$ cat src/rtl/reg_file_sb_pkg.sv
// -----------------------------------------------------------------------------
// reg_file_sb_pkg
// Shared constants and types for the MIPS general-purpose register file with
// pending-write scoreboard (reg_file_sb). Imported by the interface, the
// per-register pending counter and the top level.
//
// Contents:
//   REG_NUM / DATA_W / ADDR_W   architectural register count and bus widths
//   PEND_BITS / PEND_MAX        pending-counter width and saturation value
//   data_t / reg_addr_t         data word and register index types
//   ZERO_WORD / ZERO_REG_ADDR   constant-zero data word and index of $0
//   READ_* / WRITE_*            enable encodings used by decode and write-back
//   rd_rsp_t                    one read port's response (data + busy)
// -----------------------------------------------------------------------------
package reg_file_sb_pkg;

  localparam int REG_NUM   = 32;
  localparam int DATA_W    = 32;
  localparam int ADDR_W    = 5;
  localparam int PEND_BITS = 2;

  typedef logic [DATA_W-1:0] data_t;
  typedef logic [ADDR_W-1:0] reg_addr_t;

  localparam data_t     ZERO_WORD     = '0;
  localparam reg_addr_t ZERO_REG_ADDR = '0;

  localparam logic [PEND_BITS-1:0] PEND_MAX = 2'd3;

  localparam logic READ_ENABLE   = 1'b1;
  localparam logic READ_DISABLE  = 1'b0;
  localparam logic WRITE_ENABLE  = 1'b1;
  localparam logic WRITE_DISABLE = 1'b0;

  typedef struct packed {
    data_t data;
    logic  busy;
  } rd_rsp_t;

endpackage : reg_file_sb_pkg

$ cat src/rtl/reg_file_sb_if.sv
// -----------------------------------------------------------------------------
// reg_file_sb_if
// Bundles every non-clock signal between the pipeline and the register file.
//
//   read port 1/2 : reg_read_en_N, reg_addr_N  -> reg_data_N, reg_busy_N
//   issue         : issue_en, issue_addr        (decode marks a destination)
//   write-back    : write_en, write_addr, write_data
//   control       : flush                       (drop all in-flight writes)
//   status        : sb_overflow                 (sticky saturation flag)
//
// Modports:
//   slave  - the register file (responder)
//   master - the decode / write-back side (requester)
// -----------------------------------------------------------------------------
interface reg_file_sb_if;
  import reg_file_sb_pkg::*;

  logic      reg_read_en_1;
  reg_addr_t reg_addr_1;
  data_t     reg_data_1;
  logic      reg_busy_1;

  logic      reg_read_en_2;
  reg_addr_t reg_addr_2;
  data_t     reg_data_2;
  logic      reg_busy_2;

  logic      issue_en;
  reg_addr_t issue_addr;

  logic      write_en;
  reg_addr_t write_addr;
  data_t     write_data;

  logic      flush;
  logic      sb_overflow;

  modport slave (
    input  reg_read_en_1, reg_addr_1,
    output reg_data_1, reg_busy_1,
    input  reg_read_en_2, reg_addr_2,
    output reg_data_2, reg_busy_2,
    input  issue_en, issue_addr,
    input  write_en, write_addr, write_data,
    input  flush,
    output sb_overflow
  );

  modport master (
    output reg_read_en_1, reg_addr_1,
    input  reg_data_1, reg_busy_1,
    output reg_read_en_2, reg_addr_2,
    input  reg_data_2, reg_busy_2,
    output issue_en, issue_addr,
    output write_en, write_addr, write_data,
    output flush,
    input  sb_overflow
  );

endinterface : reg_file_sb_if

$ cat src/rtl/reg_file_sb_pend_ctr.sv
// -----------------------------------------------------------------------------
// reg_pend_ctr
// Pending-write counter for one architectural register. Counts writes that
// have been issued by decode but not yet written back.
//
// Ports:
//   clk    in   system clock
//   rst    in   asynchronous active-low reset (count -> 0)
//   inc    in   an instruction targeting this register issued this cycle
//   dec    in   a write-back to this register completed this cycle
//   flush  in   clear the count, overriding inc/dec
//   count  out  current number of outstanding writes
//   sat    out  an increment was dropped because the count is at maximum
// -----------------------------------------------------------------------------
module reg_pend_ctr #(
  parameter int PEND_W = 2
) (
  input  logic              clk,
  input  logic              rst,
  input  logic              inc,
  input  logic              dec,
  input  logic              flush,
  output logic [PEND_W-1:0] count,
  output logic              sat
);

  localparam logic [PEND_W-1:0] CNT_MAX = {PEND_W{1'b1}};

  logic [PEND_W-1:0] count_d;
  logic [PEND_W-1:0] count_q;

  // NOTE: every signal assigned in always_comb gets a default first so no
  //       path leaves it unassigned and no latch is inferred.
  always_comb begin
    count_d = count_q;
    if (flush) begin
      count_d = '0;
    end else if (inc && !dec) begin
      if (count_q != CNT_MAX) count_d = count_q + PEND_W'(1);
    end else if (dec && !inc) begin
      // A write-back with nothing pending only updates data.
      if (count_q != '0) count_d = count_q - PEND_W'(1);
    end
  end

  // Reported regardless of flush: the issue was still dropped.
  assign sat = inc && !dec && (count_q == CNT_MAX);

  // NOTE: sequential state uses non-blocking assignments so every flop samples
  //       its pre-edge inputs, independent of process evaluation order.
  always_ff @(posedge clk or negedge rst) begin
    if (!rst) count_q <= '0;
    else      count_q <= count_d;
  end

  assign count = count_q;

endmodule : reg_pend_ctr

$ cat src/rtl/reg_file_sb.sv
// -----------------------------------------------------------------------------
// reg_file_sb
// 32 x 32-bit MIPS general-purpose register file ($0 reads as zero) with a
// per-register pending-write scoreboard. Decode marks a destination at issue,
// write-back clears the mark, and the busy flag on each read port lets decode
// stall on RAW hazards.
//
// Ports:
//   clk   in      system clock, all state updates on the rising edge
//   rst   in      asynchronous active-low reset: registers, counters and
//                 sb_overflow cleared
//   bus   slave   reg_file_sb_if: two combinational read ports (data + busy),
//                 issue, write-back, flush and the sticky sb_overflow flag
//
// Configuration:
//   REG_FILE_BYPASS_EN  when defined, a same-cycle write-back to a read
//                       register is forwarded to the read port and retires
//                       one pending write in the busy flag. When undefined,
//                       reads return the stored (pre-write) value.
// -----------------------------------------------------------------------------
module reg_file_sb
  import reg_file_sb_pkg::*;
#(
  parameter int NUM_REGS = REG_NUM,
  parameter int PEND_W   = PEND_BITS
) (
  input  logic         clk,
  input  logic         rst,
  reg_file_sb_if.slave bus
);

`ifdef REG_FILE_BYPASS_EN
  localparam bit BYPASS = 1'b1;
`else
  localparam bit BYPASS = 1'b0;
`endif

  data_t regs_d [NUM_REGS];
  data_t regs_q [NUM_REGS];

  logic [NUM_REGS-1:0][PEND_W-1:0] pend;
  logic [NUM_REGS-1:0]             sat;

  logic sb_overflow_d;
  logic sb_overflow_q;

  logic wb_live;
  logic wr_hit_1;
  logic wr_hit_2;

  rd_rsp_t rsp_1;
  rd_rsp_t rsp_2;

  // Write-back targeting a real register ($0 writes are discarded).
  assign wb_live = (bus.write_en == WRITE_ENABLE) && (bus.write_addr != ZERO_REG_ADDR);

  // ---------------------------------------------------------------------------
  // Register array
  // ---------------------------------------------------------------------------
  always_comb begin
    regs_d = regs_q;
    if (wb_live) regs_d[bus.write_addr] = bus.write_data;
  end

  // NOTE: the array carries a reset because registers must read as zero right
  //       after reset; entry 0 is never written, so it stays zero.
  always_ff @(posedge clk or negedge rst) begin
    if (!rst) begin
      for (int i = 0; i < NUM_REGS; i++) regs_q[i] <= ZERO_WORD;
    end else begin
      regs_q <= regs_d;
    end
  end

  // ---------------------------------------------------------------------------
  // Pending-write scoreboard: one counter per register, $0 tied to zero.
  // ---------------------------------------------------------------------------
  assign pend[0] = '0;
  assign sat[0]  = 1'b0;

  for (genvar r = 1; r < NUM_REGS; r++) begin : g_pend
    localparam reg_addr_t IDX = reg_addr_t'(r);

    reg_pend_ctr #(
      .PEND_W (PEND_W)
    ) u_pend_ctr (
      .clk   (clk),
      .rst   (rst),
      .inc   (bus.issue_en && (bus.issue_addr == IDX)),
      .dec   ((bus.write_en == WRITE_ENABLE) && (bus.write_addr == IDX)),
      .flush (bus.flush),
      .count (pend[r]),
      .sat   (sat[r])
    );
  end

  // Sticky until reset; flush deliberately leaves it alone.
  always_comb begin
    sb_overflow_d = sb_overflow_q | (|sat);
  end

  always_ff @(posedge clk or negedge rst) begin
    if (!rst) sb_overflow_q <= 1'b0;
    else      sb_overflow_q <= sb_overflow_d;
  end

  // ---------------------------------------------------------------------------
  // Read ports (combinational). Busy reflects the state before this cycle's
  // issue, so an instruction's sources never see its own destination mark.
  // ---------------------------------------------------------------------------
  function automatic rd_rsp_t read_port(
    input logic              en,
    input reg_addr_t         addr,
    input data_t             stored,
    input logic [PEND_W-1:0] cnt,
    input logic              wr_hit,
    input data_t             wr_data
  );
    rd_rsp_t rsp;
    rsp.data = ZERO_WORD;
    rsp.busy = 1'b0;
    if ((en == READ_ENABLE) && (addr != ZERO_REG_ADDR)) begin
      if (wr_hit) begin
        // Forwarded write-back retires one of the outstanding writes.
        rsp.data = wr_data;
        rsp.busy = (cnt > PEND_W'(1));
      end else begin
        rsp.data = stored;
        rsp.busy = (cnt != '0);
      end
    end
    return rsp;
  endfunction

  assign wr_hit_1 = BYPASS && wb_live && (bus.write_addr == bus.reg_addr_1);
  assign wr_hit_2 = BYPASS && wb_live && (bus.write_addr == bus.reg_addr_2);

  always_comb begin
    rsp_1 = read_port(bus.reg_read_en_1, bus.reg_addr_1, regs_q[bus.reg_addr_1],
                      pend[bus.reg_addr_1], wr_hit_1, bus.write_data);
    rsp_2 = read_port(bus.reg_read_en_2, bus.reg_addr_2, regs_q[bus.reg_addr_2],
                      pend[bus.reg_addr_2], wr_hit_2, bus.write_data);
  end

  assign bus.reg_data_1  = rsp_1.data;
  assign bus.reg_busy_1  = rsp_1.busy;
  assign bus.reg_data_2  = rsp_2.data;
  assign bus.reg_busy_2  = rsp_2.busy;
  assign bus.sb_overflow = sb_overflow_q;

endmodule : reg_file_sb

$ cat src/flat_wrapper.sv
// flat-port wrapper written by rule: the top's interface ports become plain ports
module reg_file_sb_flat import reg_file_sb_pkg::*;
#(
  parameter int NUM_REGS = REG_NUM,
  parameter int PEND_W   = PEND_BITS
)
  (clk, rst, bus_reg_read_en_1, bus_reg_addr_1, bus_reg_data_1, bus_reg_busy_1, bus_reg_read_en_2, bus_reg_addr_2, bus_reg_data_2, bus_reg_busy_2, bus_issue_en, bus_issue_addr, bus_write_en, bus_write_addr, bus_write_data, bus_flush, bus_sb_overflow);
  reg_file_sb_if bus_i ();
  input  logic clk;
  input  logic rst;
  input wire logic [$bits(bus_i.reg_read_en_1)-1:0] bus_reg_read_en_1;
  input wire logic [$bits(bus_i.reg_addr_1)-1:0] bus_reg_addr_1;
  output wire logic [$bits(bus_i.reg_data_1)-1:0] bus_reg_data_1;
  output wire logic [$bits(bus_i.reg_busy_1)-1:0] bus_reg_busy_1;
  input wire logic [$bits(bus_i.reg_read_en_2)-1:0] bus_reg_read_en_2;
  input wire logic [$bits(bus_i.reg_addr_2)-1:0] bus_reg_addr_2;
  output wire logic [$bits(bus_i.reg_data_2)-1:0] bus_reg_data_2;
  output wire logic [$bits(bus_i.reg_busy_2)-1:0] bus_reg_busy_2;
  input wire logic [$bits(bus_i.issue_en)-1:0] bus_issue_en;
  input wire logic [$bits(bus_i.issue_addr)-1:0] bus_issue_addr;
  input wire logic [$bits(bus_i.write_en)-1:0] bus_write_en;
  input wire logic [$bits(bus_i.write_addr)-1:0] bus_write_addr;
  input wire logic [$bits(bus_i.write_data)-1:0] bus_write_data;
  input wire logic [$bits(bus_i.flush)-1:0] bus_flush;
  output wire logic [$bits(bus_i.sb_overflow)-1:0] bus_sb_overflow;
  assign bus_i.reg_read_en_1 = bus_reg_read_en_1;
  assign bus_i.reg_addr_1 = bus_reg_addr_1;
  assign bus_reg_data_1 = bus_i.reg_data_1;
  assign bus_reg_busy_1 = bus_i.reg_busy_1;
  assign bus_i.reg_read_en_2 = bus_reg_read_en_2;
  assign bus_i.reg_addr_2 = bus_reg_addr_2;
  assign bus_reg_data_2 = bus_i.reg_data_2;
  assign bus_reg_busy_2 = bus_i.reg_busy_2;
  assign bus_i.issue_en = bus_issue_en;
  assign bus_i.issue_addr = bus_issue_addr;
  assign bus_i.write_en = bus_write_en;
  assign bus_i.write_addr = bus_write_addr;
  assign bus_i.write_data = bus_write_data;
  assign bus_i.flush = bus_flush;
  assign bus_sb_overflow = bus_i.sb_overflow;
  reg_file_sb #(.NUM_REGS(NUM_REGS), .PEND_W(PEND_W)) u_core (.clk(clk), .rst(rst), .bus(bus_i));
endmodule
$ cat config.mk
export PLATFORM = sky130hd
export DESIGN_NAME = reg_file_sb_flat
export DESIGN_NICKNAME = d
export VERILOG_FILES = /design/src/rtl/reg_file_sb_pkg.sv /design/src/rtl/reg_file_sb_if.sv /design/src/rtl/reg_file_sb_pend_ctr.sv /design/src/rtl/reg_file_sb.sv /design/src/flat_wrapper.sv
export SDC_FILE = /design/constraint.sdc
export NUM_CORES = 2
export LEC_CHECK = 0
export BUFFER_PORTS_ARGS = -buffer_cell sky130_fd_sc_hd__buf_2
export CORE_ASPECT_RATIO = 0.7
export CORE_MARGIN = 2
export CORE_UTILIZATION = 58
export CTS_CLUSTER_DIAMETER = 80
export DETAILED_ROUTE_END_ITERATION = 12
export PLACE_DENSITY = 0.78
export SETUP_SLACK_MARGIN = 0.1
export SYNTH_ARGS = -nofsm -noshare
export SYNTH_HDL_FRONTEND = slang
export SYNTH_HIERARCHICAL = 1
export SYNTH_SLANG_ARGS = --single-unit
$ cat constraint.sdc
create_clock -name clk -period 1.96 [get_ports clk]
set_input_delay 0.294 -clock clk [delete_from_list [all_inputs] [get_ports clk]]
set_output_delay 0.294 -clock clk [all_outputs]
set_load 0.05 [all_outputs]
-- After elaboration in Yosys (flattened, before gate mapping)
Cells that the tools add are included.
- register bits after elaboration: 1087
- input bits: 59
- output and inout bits: 67
- logic and storage cells: 812
- $add $sub $neg: 62
- magnitude comparators: 6
- equality and inequality tests: 155
- muxes and demuxes: 170
- bitwise operators: 4
- reduce and logical (&&, ||, !) cells: 351
- operators by type and width (operator ; number):
    1024-bit bitwise mux ; 1
    32-bit binary-select mux with 5-bit select ; 2
    2-bit two-way mux ; 157
    3-bit nonzero test ; 62
    32-bit demux with 5-bit select ; 1
    5-bit == test (second input constant) ; 32
    32-bit two-way mux ; 5
    1-bit logical AND ; 159
    3-bit inequality test (second input constant) ; 31
    3-bit AND reduction ; 31
    5-bit by 4-bit == test with 1-bit output (second input constant) ; 16
    33-bit two-way mux ; 2
    2-bit nonzero test ; 33
    2-bit by 1-bit adder with 2-bit output (second input constant) ; 31
    2-bit == test (second input constant) ; 31
    1-bit logical NOT ; 62
    2-bit inequality test (second input constant) ; 31
    2-bit by 1-bit subtractor with 2-bit output (second input constant) ; 31
    5-bit by 3-bit == test with 1-bit output (second input constant) ; 8
    31-bit OR reduction ; 1
    2-bit binary-select mux with 5-bit select ; 2
    5-bit by 2-bit == test with 1-bit output (second input constant) ; 4
    6-bit >= comparator (second input constant) ; 3
    5-bit inverter with 6-bit output ; 3
    other kinds (5) ; 9

-- Depth between registers and ports, before layout
- depth in word-level cells: 7
- depth in mapped cells: 11
- gate-level depth less buffers: 10

-- Cells and area by module
Netlist, hierarchy kept.
- by module, submodules not included (module ; instances ; cells an instance ; area each (um2) ; sequential area each (um2)):
    reg_file_sb ; 1 ; 4174 ; 55538.3 ; 25649.6
    reg_pend_ctr ; 31 ; 14 ; 122.6 ; 50.0

-- Least setup slack after synthesis
Ideal clock, no wire load.
- path kind: input-to-output
- start point: input bus_reg_addr_1[1]
- end point: output bus_reg_busy_1
- data arrival time: 2.905 ns
- data required time: 1.666 ns
- slack: -1.239 ns
- stages on the path: 6
- cell sequence: buf_2 buf_2 mux4_2 nand4b_1 nand4_1 nor4_1
- cells in the longest elaborated chain, start to end: 4
- elaborated cells on any way between the ends: 6
- classes of those cells: 3 x mux; 3 x reduce/logical
- ends and longest elaborated chain (what ; RTL line ; text):
    start, declared ; flat_wrapper.sv:12 ; input wire logic [$bits(bus_i.reg_addr_1)-1:0] bus_reg_addr_1;
    2-bit binary-select mux with 5-bit select ; reg_file_sb.sv:140 ; pend[bus.reg_addr_1], wr_hit_1, bus.write_data);
    2-bit two-way mux (implied by the code) ; reg_file_sb.sv:140 ;
    2-bit nonzero test ; reg_file_sb.sv:129 ; rsp.busy = (cnt != '0);
    33-bit two-way mux (*) ; reg_file_sb.sv:122 ; if ((en == READ_ENABLE) && (addr != ZERO_REG_ADDR)) begin
    end, declared ; flat_wrapper.sv:14 ; output wire logic [$bits(bus_i.reg_busy_1)-1:0] bus_reg_busy_1;
Every way passes the cells marked *; elsewhere a longest branch is shown, timed or not. The select of a mux whose other input is x is not followed.

-- Worst setup path after layout
- start point: register u_core.g_pend[15].u_pend_ctr.count_q[0]
- end point: output bus_reg_busy_2
- cells in the longest elaborated chain, start to end: 4
- ends and longest elaborated chain (what ; RTL line ; text):
    start, declared ; reg_file_sb_pend_ctr.sv:30 ; logic [PEND_W-1:0] count_q;
    start signal, assigned ; reg_file_sb_pend_ctr.sv:53 ; else count_q <= count_d;
    2-bit binary-select mux with 5-bit select ; reg_file_sb.sv:142 ; pend[bus.reg_addr_2], wr_hit_2, bus.write_data);
    2-bit two-way mux (implied by the code) ; reg_file_sb.sv:142 ;
    2-bit nonzero test ; reg_file_sb.sv:129 ;
    33-bit two-way mux ; reg_file_sb.sv:122 ;
    end, declared ; flat_wrapper.sv:18 ; output wire logic [$bits(bus_i.reg_busy_2)-1:0] bus_reg_busy_2;
Every way passes these cells. The select of a mux whose other input is x is not followed.

==> flow_summary.toml <==
[global_route]
antenna_found_initial = 5
grtUsageTotal = 0.382
grt_pass1_wl_um = 295000
grt_pass1_vias = 45959
grt_max_degree = 76
grt_overflow = 0

[clock_tree]
cts.path.max_buffers = 3
cts_tree = "done"
cts_root_buf = "clkbuf_16"
clk_pin_slew_ns = 0.06
cts_sinks = 1087
cts_made_buffers = 104
h-tree-depth = 3
clk_latency_ns = 0.73

[critical_path]
ff2ff_path_depth = 5
critPathLaunchType = "flop"
r2r_start = "u_core/g_pend[1].u_pend_ctr/count[1]"
cp-endpoint = "bus_reg_busy_2"
r2r_slack_ns = 0.19
end_kind = "output port"
required_ns = 1.67
path_max_fanout = 2
r2r_end = "u_core/bus.sb_overflow"
crit_type = "flop to output port"
arrival_ns = 2.57
crit_start = "u_core/g_pend[15].u_pend_ctr/count[0]"

[sta]
tightest_slew_ns = 0.991
relSlewSlack = 0.339
skew_ns = 0.0114
hold_viol = 0
rsz0062_at_grt = "true"
setup_ws_ns = -0.901
finalMaxSlewViolations = 0
final-setup-viol-count = 66
finalCriticalPeriod_ns = 2.86
timing.fmax_ghz = 0.349
period_share = 1.46

[pwr]
p_leak_uw = 0.0320
irDropWorstVdd_v = 0.000843
pwr_density_cell_nw_per_um2 = 923

[placed_design]
place_area_um2 = 66700
gp_congestion = 0.886
portBuffers = 125
dp_hpwl_um = 122000
place_ws_ns = -0.691

[synthesis]
ys_types = 53
synth_area_leaders = "dfrtp_1 46%, mux4_2 18%, mux2_2 15%"
synth_top_area_share = 0.458
synth-edff-count = 0
synth_largest_area_cell = "dfrtp_1"
async_flop_share = 1.00
avgSynthCellArea_um2 = 12.9
synth_nets = 4698
ys_ff_latch = 1087
syn-cell-area_um2 = 59300
postSynthCellCount = 4608
synth-seq-area-share = 0.458
synthFlopType = "dfrtp_1"
synth_warnings = 6

[status]
status = "finished, violations left"
violations = "setup timing"

[floorplan]
coreArea_um2 = 102000
die_w_um = 386
initial_core_util = 0.583
row_count = 98
dieArea_um2 = 105000
ioPinCount = 126
die_height_um = 272

[detailed_routing]
drtAntennaViolNets = 0
firstDrtPassIters = 5
viasPerCell = 6.92
drt_iter0_drc = 5791
wirelength_um = 199000
post_drt_wl_per_cell_um = 30.6
post-route-drc-count = 0
num_vias = 44896

[hold_path]
hold_path_depth = 3
min_path_type = "input port to flop"

[final_layout]
final_layout_size_suffix_gt1_frac = 0.489
final_common_cell = "dfrtp_1"
design_area_um2 = 71600
most-common-layout-cells = "1,087 x dfrtp_1, 770 x mux2_2, 723 x nand2_1"
final_nets = 5136
area_delta_synth_final_pct = 20.6

[job]
maxCapViolCount = 0
[power breakdown]
group	internal [µW]	switching (µW)
Sequential	26400	3120
Combinational	8690	6640
Clock	11800	9380
Total	46900	19100
[state kept, by name (all words and copies together), names as in the netlist]
name,count
u_core/bus.sb_overflow,1
u_core/regs_q,1024
u_core/g_pend.u_pend_ctr/count,62
[routing by layer]
| layer | up-vias | wire length, µm | GRT usage |
|---|---|---|---|
| met5 | - | 32 | 0 |
| met2 | 3136 | 86300 | 0.547 |
| li1 | 17903 | - | - |
| met1 | 23160 | 75300 | 0.534 |
| met4 | 4 | 10300 | 0.176 |
| met3 | 693 | 26800 | 0.121 |
[Yosys cell counts (all sizes together), types with 33 or more instances]
cell and n:
o22ai 95, nor2b 37, mux2 770, mux4 463, a21oi 70, nand2 739, nor2 118, inv 47
clkbuf 216, or3 33, dfrtp 1087, a22oi 34, o21ai 66, buf 235, a211oi 91, mux2i 251
and3 34, or2 36
[cell families (layout without fill, tap and decap cells)]
group,Yosys count,count (layout),synth area share
DFF,1087,1087,0.458
AOI/OAI and AO/OA,460,460,0.0528
buffers and inverters,498,1023,0.0425
adders and majority gates,31,31,0.00654
and+or+nand+nor,1048,1048,0.0756
muxes,1484,1484,0.364
other,0,4,0
[per-stage QoR]
step | hold WS [ns] | setup TNS [ns] | total power [µW] | std cells | utilization
6_report | 0.0313 | -45.97 | 66100 | 6487 | 0.703
5_1_grt | 0.0544 | -49.72 | 68300 | 6485 | 0.703
4_1_cts | 0.00161 | -47.21 | 65700 | 6472 | 0.701
3_5_place_dp | 0.208 | -103.58 | 43900 | 6220 | 0.655
3_3_place_gp | 0.212 | -85.53 | 43000 | 6220 | 0.655
2_1_floorplan | -0.00159 | -8.93 | 39100 | 4608 | -
[worst min path at each step]
stage | start | end
after floorplan | rst | u_core/bus.sb_overflow
after global placement | rst | u_core/regs_q[120]
after detailed placement | rst | u_core/regs_q[120]
after CTS | bus_write_data[30] | u_core/regs_q[670]
after global routing | bus_write_data[18] | u_core/regs_q[786]
final | bus_write_data[29] | u_core/regs_q[893]
[worst max-delay path, stage by stage (launching register included)]
cell and delay, ns:
dfrtp_1 0.37, nor2_2 0.08, mux4_2 0.54, nand2b_4 0.17, a311o_1 0.35, o22ai_4 0.14
buf_6 0.18
[area by class of cell]
cell class / instances / area (µm²)
Antenna cell: 4 / 10.0
Clock buffer: 148 / 2980
Clock inverter: 45 / 523
Fill cell: 6616 / 30200
Inverter: 47 / 181
Multi-Input combinational cell: 3023 / 31300
Sequential cell: 1087 / 27200
Tap cell: 1350 / 1690
Timing Repair Buffer: 783 / 7710
[repair_timing]
item / 4_1_cts / 5_1_grt
setup endpoints to repair: 66 / 67
resized for setup: 183 / 19
pin swaps: 129 / 16
setup buffers: 49 / 11
hold buffers: 10 / 0
endpoints found under the hold margin: 578 / 0
No activity file was read; power rests on OpenSTA's default activity.
